<file path="src/rtl/uart_tx_buffered_pkg.sv">
// Shared UART definitions: FSM state codes, frame geometry and the bit-period formula
// used by both the transmit and receive paths so they agree on truncation.
package uart_tx_buffered_pkg;

  typedef enum logic [1:0] {
    ST_IDLE  = 2'd0,
    ST_START = 2'd1,
    ST_DATA  = 2'd2,
    ST_STOP  = 2'd3
  } tx_state_e;

  localparam int UART_DATA_BITS = 8;
  localparam int UART_STOP_BITS = 1;

  // Integer truncation on purpose: both ends must derive the identical bit period.
  function automatic int clks_per_bit(input int clk_hz, input int baud);
    return clk_hz / baud;
  endfunction

endpackage

</file>
<file path="src/rtl/uart_tx_buffered_fifo.sv">
// Single-clock byte FIFO; fullness comes from the occupancy count so the
// naturally wrapping pointers never need an extra disambiguation bit.
module uart_tx_fifo #(
  parameter int DEPTH = 4,
  parameter int WIDTH = 8
) (
  input  logic                     i_clk,
  input  logic                     i_rst_n,
  input  logic                     i_push,
  input  logic [WIDTH-1:0]         i_data,
  input  logic                     i_pop,
  output logic [WIDTH-1:0]         o_data,
  output logic [$clog2(DEPTH):0]   o_count,
  output logic                     o_full,
  output logic                     o_empty
);

  localparam int AW = $clog2(DEPTH);
  localparam int CW = AW + 1;

  generate
    if ((DEPTH < 2) || ((DEPTH & (DEPTH - 1)) != 0)) begin : g_bad_depth
      $error("uart_tx_fifo: DEPTH must be a power of two and at least 2");
    end
  endgenerate

  logic [WIDTH-1:0] mem [DEPTH];
  logic [AW-1:0]    wr_ptr_q, wr_ptr_d;
  logic [AW-1:0]    rd_ptr_q, rd_ptr_d;
  logic [CW-1:0]    count_q, count_d;
  logic             push_ok;
  logic             pop_ok;

  assign o_full   = (count_q == CW'(DEPTH));
  assign o_empty  = (count_q == '0);
  assign o_count  = count_q;
  assign o_data   = mem[rd_ptr_q];
  assign push_ok  = i_push & ~o_full;
  assign pop_ok   = i_pop & ~o_empty;

  always_comb begin
    wr_ptr_d = wr_ptr_q;
    rd_ptr_d = rd_ptr_q;
    count_d  = count_q;
    if (push_ok) wr_ptr_d = wr_ptr_q + AW'(1);
    if (pop_ok)  rd_ptr_d = rd_ptr_q + AW'(1);
    case ({push_ok, pop_ok})
      2'b10:   count_d = count_q + CW'(1);
      2'b01:   count_d = count_q - CW'(1);
      default: count_d = count_q;
    endcase
  end

  always_ff @(posedge i_clk or negedge i_rst_n) begin
    if (!i_rst_n) begin
      wr_ptr_q <= '0;
      rd_ptr_q <= '0;
      count_q  <= '0;
    end else begin
      wr_ptr_q <= wr_ptr_d;
      rd_ptr_q <= rd_ptr_d;
      count_q  <= count_d;
    end
  end

  always_ff @(posedge i_clk) begin
    if (push_ok) mem[wr_ptr_q] <= i_data;
  end

endmodule

</file>
<file path="src/rtl/uart_tx_buffered.sv">
// 8N1 UART transmitter fed by a small FIFO; queued bytes leave back-to-back,
// the next start bit beginning on the same edge that ends the previous stop bit.
module uart_tx_buffered
  import uart_tx_buffered_pkg::*;
#(
  parameter int CLOCK_FREQUENCY = 25000000,
  parameter int BAUD_RATE       = 115200,
  parameter int FIFO_DEPTH      = 4
) (
  input  logic                         i_clk,
  input  logic                         i_rst_n,
  input  logic                         i_tx_valid,
  input  logic [7:0]                   i_tx_byte,
  output logic                         o_tx_ready,
  output logic                         o_tx_serial,
  output logic                         o_tx_active,
  output logic                         o_tx_done,
  output logic [$clog2(FIFO_DEPTH):0]  o_fifo_count
);

  localparam int CLKS_PER_BIT = clks_per_bit(CLOCK_FREQUENCY, BAUD_RATE);
  localparam int CNT_W        = (CLKS_PER_BIT < 2) ? 1 : $clog2(CLKS_PER_BIT);
  localparam logic [CNT_W-1:0] CNT_RELOAD = CNT_W'(CLKS_PER_BIT - 1);
  localparam logic [2:0]       LAST_BIT   = 3'(UART_DATA_BITS - 1);

  generate
    if (CLKS_PER_BIT < 2) begin : g_bad_baud
      $error("uart_tx_buffered: CLOCK_FREQUENCY / BAUD_RATE must be at least 2");
    end
  endgenerate

  tx_state_e        state_q, state_d;
  logic [CNT_W-1:0] baud_cnt_q, baud_cnt_d;
  logic [2:0]       bit_idx_q, bit_idx_d;
  logic [7:0]       shift_q, shift_d;
  logic             serial_q, serial_d;
  logic             active_q, active_d;
  logic             done_q, done_d;

  logic             fifo_pop;
  logic             fifo_full;
  logic             fifo_empty;
  logic [7:0]       fifo_data;
  logic             push;

  assign o_tx_ready  = ~fifo_full;
  assign push        = i_tx_valid & o_tx_ready;
  assign o_tx_serial = serial_q;
  assign o_tx_active = active_q;
  assign o_tx_done   = done_q;

  uart_tx_fifo #(
    .DEPTH (FIFO_DEPTH),
    .WIDTH (8)
  ) u_fifo (
    .i_clk   (i_clk),
    .i_rst_n (i_rst_n),
    .i_push  (push),
    .i_data  (i_tx_byte),
    .i_pop   (fifo_pop),
    .o_data  (fifo_data),
    .o_count (o_fifo_count),
    .o_full  (fifo_full),
    .o_empty (fifo_empty)
  );

  always_comb begin
    state_d    = state_q;
    baud_cnt_d = baud_cnt_q;
    bit_idx_d  = bit_idx_q;
    shift_d    = shift_q;
    serial_d   = serial_q;
    active_d   = active_q;
    done_d     = 1'b0;
    fifo_pop   = 1'b0;

    unique case (state_q)
      ST_IDLE: begin
        serial_d = 1'b1;
        if (!fifo_empty) begin
          fifo_pop   = 1'b1;
          shift_d    = fifo_data;
          serial_d   = 1'b0;
          active_d   = 1'b1;
          baud_cnt_d = CNT_RELOAD;
          state_d    = ST_START;
        end
      end
      ST_START: begin
        if (baud_cnt_q == '0) begin
          serial_d   = shift_q[0];
          bit_idx_d  = '0;
          baud_cnt_d = CNT_RELOAD;
          state_d    = ST_DATA;
        end else begin
          baud_cnt_d = baud_cnt_q - CNT_W'(1);
        end
      end
      ST_DATA: begin
        if (baud_cnt_q == '0) begin
          baud_cnt_d = CNT_RELOAD;
          if (bit_idx_q == LAST_BIT) begin
            serial_d = 1'b1;
            state_d  = ST_STOP;
          end else begin
            // Drive the bit that becomes shift[0] after this shift.
            shift_d   = shift_q >> 1;
            serial_d  = shift_q[1];
            bit_idx_d = bit_idx_q + 3'd1;
          end
        end else begin
          baud_cnt_d = baud_cnt_q - CNT_W'(1);
        end
      end
      ST_STOP: begin
        if (baud_cnt_q == '0) begin
          done_d = 1'b1;
          if (!fifo_empty) begin
            fifo_pop   = 1'b1;
            shift_d    = fifo_data;
            serial_d   = 1'b0;
            baud_cnt_d = CNT_RELOAD;
            state_d    = ST_START;
          end else begin
            active_d = 1'b0;
            state_d  = ST_IDLE;
          end
        end else begin
          baud_cnt_d = baud_cnt_q - CNT_W'(1);
        end
      end
      default: begin
        serial_d = 1'b1;
        active_d = 1'b0;
        state_d  = ST_IDLE;
      end
    endcase
  end

  always_ff @(posedge i_clk or negedge i_rst_n) begin
    if (!i_rst_n) begin
      state_q    <= ST_IDLE;
      baud_cnt_q <= '0;
      bit_idx_q  <= '0;
      shift_q    <= '0;
      serial_q   <= 1'b1;
      active_q   <= 1'b0;
      done_q     <= 1'b0;
    end else begin
      state_q    <= state_d;
      baud_cnt_q <= baud_cnt_d;
      bit_idx_q  <= bit_idx_d;
      shift_q    <= shift_d;
      serial_q   <= serial_d;
      active_q   <= active_d;
      done_q     <= done_d;
    end
  end

endmodule

</file>
<file path="config.mk">
export PLATFORM = sky130hd
export DESIGN_NAME = uart_tx_buffered
export DESIGN_NICKNAME = d
export VERILOG_FILES = /design/src/rtl/uart_tx_buffered_pkg.sv /design/src/rtl/uart_tx_buffered_fifo.sv /design/src/rtl/uart_tx_buffered.sv
export SDC_FILE = /design/constraint.sdc
export NUM_CORES = 1
export LEC_CHECK = 0
export BUFFER_PORTS_ARGS = -buffer_cell sky130_fd_sc_hd__buf_2
export CORE_MARGIN = 5
export CORE_UTILIZATION = 54
export DETAILED_ROUTE_END_ITERATION = 12
export MAX_ROUTING_LAYER = met4
export PLACE_DENSITY = 0.77
export SYNTH_ARGS = -nofsm -noshare
export SYNTH_HDL_FRONTEND = slang
export SYNTH_HIERARCHICAL = 1
export SYNTH_SLANG_ARGS = --single-unit
</file>
<file path="constraint.sdc">
create_clock -name i_clk -period 2.6 [get_ports i_clk]
set_clock_uncertainty 0.1 [all_clocks]
set_input_delay 0.26 -clock i_clk [delete_from_list [all_inputs] [get_ports i_clk]]
set_output_delay 0.26 -clock i_clk [all_outputs]
set_load 0.05 [all_outputs]
</file>
* Yosys cells after proc, flatten, opt, wreduce, memory -nomap -nowiden *
Memory sizes are Yosys's and may differ from the RTL's.
Index checks and enable logic that the tools add are counted.

storage, ports and cells
  bits in registers = 31
  bits in latches = 0
  RAM bits = 32
  bits in read-only memories = 0
  bits of input ports = 11
  output and inout port bits = 7
  logic and storage cells = 89
  memories = 1

cells by class
  $add $sub $neg = 6
  multiply operators = 0
  div/mod/pow operators = 0
  magnitude comparators = 0
  equality and inequality tests = 15
  shifts and indexed selects = 0
  multiplexer cells = 39
  bitwise gates (word level) = 5
  reductions and logical operators = 13

memory list
  memory      words  bits a word  read ports  clocked after memory_dff  write ports  line                         text
  u_fifo.mem  4      8            1           0                         1            uart_tx_buffered_fifo.sv:27  logic [WIDTH-1:0] mem [DEPTH];

operator list
  cell                                                                 number
  8-bit two-way mux                                                    7
  8-bit one-hot mux with 3 select lines                                2
  1-bit two-way mux                                                    16
  2-bit inequality test (second input constant)                        8
  4-bit AND reduction                                                  4
  3-bit one-hot mux with 2 select lines                                2
  2-bit two-way mux                                                    5
  3-bit two-way mux                                                    3
  8-bit zero test                                                      1
  2-bit one-hot mux with 4 select lines                                1
  8-bit by 1-bit subtractor with 8-bit output (second input constant)  1
  3-bit by 1-bit adder with 3-bit output (second input constant)       2
  2-bit == test (second input constant)                                3
  3-bit == test (second input constant)                                2
  2-bit nonzero test                                                   3
  5-bit AND reduction                                                  1
  2-bit by 1-bit adder with 2-bit output (second input constant)       2
  2-bit by 1-bit == test with 1-bit output (second input constant)     2
  1-bit one-hot mux with 2 select lines                                2
  1-bit one-hot mux with 4 select lines                                1
  1-bit AND                                                            3
  3-bit zero test                                                      1
  3-bit nonzero test                                                   1
  3-bit by 1-bit subtractor with 3-bit output (second input constant)  1
  other kinds (3)                                                      4

* Depth between registers and ports, before layout *
  word-level depth = 7
  gate-level depth with buffers = 12
  mapped depth without buffers = 12

* Hierarchy *
The synthesis kept the hierarchy.

by module, submodules not included
  module            instances  cells each  area an instance (um2)  sequential area each (um2)
  uart_tx_fifo      1          79          1592.8                  1136.1
  uart_tx_buffered  1          147         1487.7                  601.8

* Worst setup path before layout *
No wires, ideal clock.

  path type = register to register
  start point = register baud_cnt_q[0]
  end point = register u_fifo.count_q[2], in the netlist u_fifo/o_count[2]
  library setup time = 82 ps
  arrival = 2453 ps
  data required time = 2418 ps
  setup slack = -35 ps
  stages on the path, launching flop included = 13
  buffers on the path = 0
  period minus slack after synthesis = 2635 ps
  cells stage by stage = dfrtp_1 inv_1 ha_1 nor4b_4 a31oi_1 nor3_1 o31a_2 ha_1 inv_1 fa_1 xor2_1 nor2_1 xor2_1

on the way
  word-level cells in the longest chain between the ends = 6
  elaborated cells between the ends (all ways) = 8
  classes of those cells = eq/ne: 2; mux: 3; bitwise: 1; reduce/logical: 2

ends and longest elaborated chain
  what                                                                         line                         text
  from (decl)                                                                  uart_tx_buffered.sv:33       logic [CNT_W-1:0] baud_cnt_q, baud_cnt_d;
  from (signal assigned)                                                       uart_tx_buffered.sv:151      baud_cnt_q <= baud_cnt_d;
  8-bit zero test (*)                                                          uart_tx_buffered.sv:116      if (baud_cnt_q == '0) begin
  1-bit two-way mux (*)                                                        uart_tx_buffered.sv:116
  1-bit one-hot mux with 2 select lines (*)                                    uart_tx_buffered.sv:77       unique case (state_q)
  via fifo_pop                                                                 uart_tx_buffered.sv:40       logic fifo_pop;
  1-bit AND (*)                                                                uart_tx_buffered_fifo.sv:39  assign pop_ok = i_pop & ~o_empty;
  via u_fifo.pop_ok                                                            uart_tx_buffered_fifo.sv:32  logic pop_ok;
  2-bit by 1-bit == test with 1-bit output or 2-bit == test (tied branches)    uart_tx_buffered_fifo.sv:47  case ({push_ok, pop_ok})
  3-bit one-hot mux with 2 select lines or 2-bit nonzero test (tied branches)  --
  to (signal assigned)                                                         uart_tx_buffered_fifo.sv:62  count_q <= count_d;
  to (decl)                                                                    uart_tx_buffered_fifo.sv:30  logic [CW-1:0] count_q, count_d;

Mark *: on every way through the listed nets, which the timed path passes. The rest lies on a longest branch.
A chain may end at the register's enable or synchronous reset.

* Worst setup path in the final report *
Ends and elaborated chain as after synthesis.

==> flow_summary.toml <==
[die]
die_h_um = 85.5
die_area_mm2 = 0.00732
rows = 27
core_area_mm2 = 0.00554
die_w_um = 85.5
initial_core_util_pct = 55.6
io-pin-count = 18

[synthesis]
syn_area_per_cell_um2 = 13.6
ys.flop_type = "edfxtp_1"
seq_area_frac_synth_pct = 56.4
ys_async_sr_fraction_pct = 49.2
yosysTopAreaCell = "edfxtp_1"
synthTopCellsByArea = "edfxtp_1 31%, dfrtp_1 24%, mux4_2 5.8%, mux2_2 5.5%, ha_1 5.3%"
synth_seq_cells = 63
synth_nets = 251
synth_most_common_cell = "edfxtp_1"
synth_commonest_cells = "32 x edfxtp_1, 30 x dfrtp_1, 16 x inv_1"
syn_area_mm2 = 0.00308
yosysWarningCount = 6
syn_inst = 226
yosysUniqueCellTypes = 47
synth_edf_count = 32
synth_top_area_share_pct = 31.2

[place]
pre_cts_ws_ns = 0.00293
dp_hpwl_um = 3940
place_area_mm2 = 0.00332
place_congestion = 0.887
port_buffers = 17

[job]
max_cap_viol_count = 0

[cts]
tritoncts = "done"
cts-root-buf = "clkbuf_8"
h-tree-depth = 3
cts_buffer_depth = 2
clk_pin_slew_worst_paths_ns = 0.07
numCtsBuffers = 9
cts_sinks = 63
clock_latency_ns = 0.33

[timing]
whs_ns = 0.0376
rsz0062_at_grt = "no"
hold_viol = 0
finalCritPeriodShare_pct = 93.8
max_freq_mhz = 410
period_needed_ns = 2.44
setup_slack_ns = 0.162
slew_headroom_pct = 54.3
tightest_slew_ns = 0.686
finalSetupViolations = 0
finalMaxSlewViolations = 0
fin_tns_setup_ns = 0

[detailed_routing]
wl_per_cell_um = 16.8
dr.first_iter.drc_count = 81
dr.pass1.iters = 4
vias_per_cell = 5.72
ant_nets = 0
routed-via-count = 1922
drc = 0
wl_um = 5640

[grt]
antenna_found_initial = 0
overflow = 0
grt_max_degree = 32
grt_pass1_vias = 1961
grt_pass1_wl_um = 9670
grt.total_usage_pct = 17.7

[final_layout]
utilization_pct = 64.3
drive_above_1_share_pct = 34.8
fillers = 415
antenna_cells = 0
areaGrowthSynthToFinish_pct = 15.6
final-seq-area_mm2 = 0.00174
final_nets = 284
multi_input_area_mm2 = 0.00129
design_area_mm2 = 0.00356

[run_status]
status = "completed"

[worst_setup_path]
regToRegSetupSlack_ns = 0.16
crit_path_end_kind = "flop"
r2r_cells = 12
crit_buf_inv = 2
cp_slowest_cell = "dfrtp_1"
cpPeakStageDelay_ns = 0.38
crit_type = "flop to flop"
cp.arrival_ns = 2.59
r2r_end = "u_fifo/o_count[2]$_DFFE_PN0P_"
critPathLaunchType = "flop"
startpoint = "baud_cnt_q[0]$_DFF_PN0_"
worst-path-stages = 12
critical_path.endpoint = "u_fifo/o_count[2]$_DFFE_PN0P_"
cp_cell_sequence = "inv_1 -> ha_4 -> nor4b_4 -> a31oi_2 -> nor3_2 -> o31a_2 -> ha_4 -> inv_1 -> fa_2 -> xor2_1 -> nor2_1 -> xor2_1"
path_delay_family = "adder cells"
regToRegStartpoint = "baud_cnt_q[0]$_DFF_PN0_"
required_ns = 2.75
crit_fanout = 3

[power_and_ir_drop]
p_int_mw = 2.97
peakVddDrop_mv = 0.747
p_leak_nw = 1.42
power_switching_mw = 1.92
clockPowerShare_pct = 17.2
p_comb_share_pct = 48.0
p_sw_share_pct = 39.2
p_per_area_mw_per_mm2 = 1370
seqPwrFrac_pct = 34.9

[hold_path]
hold_class = "primary input to flop"
-- timing repair --
action,in CTS,in global routing
pin swaps,0,3
endpoints found under the setup margin,1,1
hold endpoints to repair,30,0
buffers inserted,1,1
hold buffers,1,0
resized for setup,0,3
-- power by group through the flow --
stage / clock [mW] / sequential [mW] / combinational [mW]
final: 0.839 / 1.71 / 2.34
after global routing: 0.905 / 1.76 / 2.60
after CTS: 0.861 / 1.71 / 2.32
after detailed placement: 0 / 1.72 / 2.29
after global placement: 0 / 1.71 / 2.22
after floorplan: 0 / 1.73 / 1.71
-- sequential cells by signal (all words and copies together), names as in the netlist --
name / flops
o_tx_serial: 1
state_q: 2
o_tx_done: 1
u_fifo/mem: 32
u_fifo/rd_ptr_q: 2
shift_q: 8
u_fifo/o_count: 3
bit_idx_q: 3
u_fifo/wr_ptr_q: 2
baud_cnt_q: 8
o_tx_active: 1
-- cells in the final DEF (no fill, tap or decap), types with 2 or more instances in the layout --
cell type  instances
nor3_1             6
and2_2             4
o21ai_0            8
clkinv_4           2
o211ai_1           2
dfrtp_1           30
a31oi_1            4
ha_1              11
clkbuf_8           9
or2_2              3
o22ai_1            2
buf_2             17
mux4_2             8
ha_4               2
o2111ai_1          2
nand3_1            4
o21bai_1           2
o32ai_1            3
edfxtp_1          32
mux2i_1            2
inv_1             15
a21oi_1            8
a22o_1             5
xnor2_1            3
mux2_2            15
xor2_1             4
nor2_1             5
nor3_2             2
buf_4             12
nand2b_1           3
nor4_1             3
nor2b_1            2
nand2_1            9
-- through the flow --
| stage | power (mW) | instances |
|---|---|---|
| floorplan | 3.43 | 226 |
| global placement | 3.93 | 317 |
| detailed placement | 4.01 | 317 |
| CTS | 4.89 | 335 |
| global route | 5.26 | 336 |
| finish | 4.89 | 336 |
-- cells by family (layout without fill, tap and decap cells) --
group | Yosys count | count (layout) | share of synthesized area (%)
and+or+nand+nor | 48 | 48 | 9.83
AOI/OAI and AO/OA | 44 | 44 | 10.4
adders and majority gates | 14 | 14 | 5.93
buffers and inverters | 24 | 62 | 2.97
xor gates and xnor gates | 7 | 7 | 1.99
DFF | 63 | 63 | 56.4
muxes | 26 | 26 | 12.5
-- worst min-delay path by stage --
stage | from | to | slack, ns | cells past startpoint
floorplan | i_rst_n | baud_cnt_q[0]$_DFF_PN0_ | -0.14 | 0
global placement | i_rst_n | bit_idx_q[1]$_DFFE_PN0P_ | 0.24 | 1
detailed placement | i_rst_n | bit_idx_q[1]$_DFFE_PN0P_ | 0.25 | 1
CTS | i_tx_byte[3] | u_fifo/mem[2][3]$_DFFE_PP_ | 0.02 | 1
global route | i_tx_byte[3] | u_fifo/mem[0][3]$_DFFE_PP_ | 0.02 | 1
finish | i_tx_byte[3] | u_fifo/mem[2][3]$_DFFE_PP_ | 0.04 | 1
-- per-layer routing --
metal,wire [um],vias up,global-route usage (%)
li1,-,918,-
met1,2510,943,23.4
met2,2790,52,26.3
met3,247,9,3.75
met4,91,0,7.91
met5,0,-,-
-- worst reg2reg max path, delay by kind of cell (launching register included) --
kind | cells | cell delay, ns
simple gates | 3 | 0.47
flops | 1 | 0.38
fa+ha+maj | 3 | 0.61
buf+inv | 2 | 0.17
xor+xnor | 2 | 0.30
compound gates | 2 | 0.33
-- final cells by class --
class / instances / area share (%)
Inverter: 16 / 1.69
Tap cell: 72 / 2.53
Clock inverter: 7 / 2.04
Clock buffer: 9 / 3.48
Sequential cell: 63 / 48.8
Multi-Input combinational cell: 139 / 36.2
Timing Repair Buffer: 30 / 5.20
No activity file was read; power rests on OpenSTA's default activity.
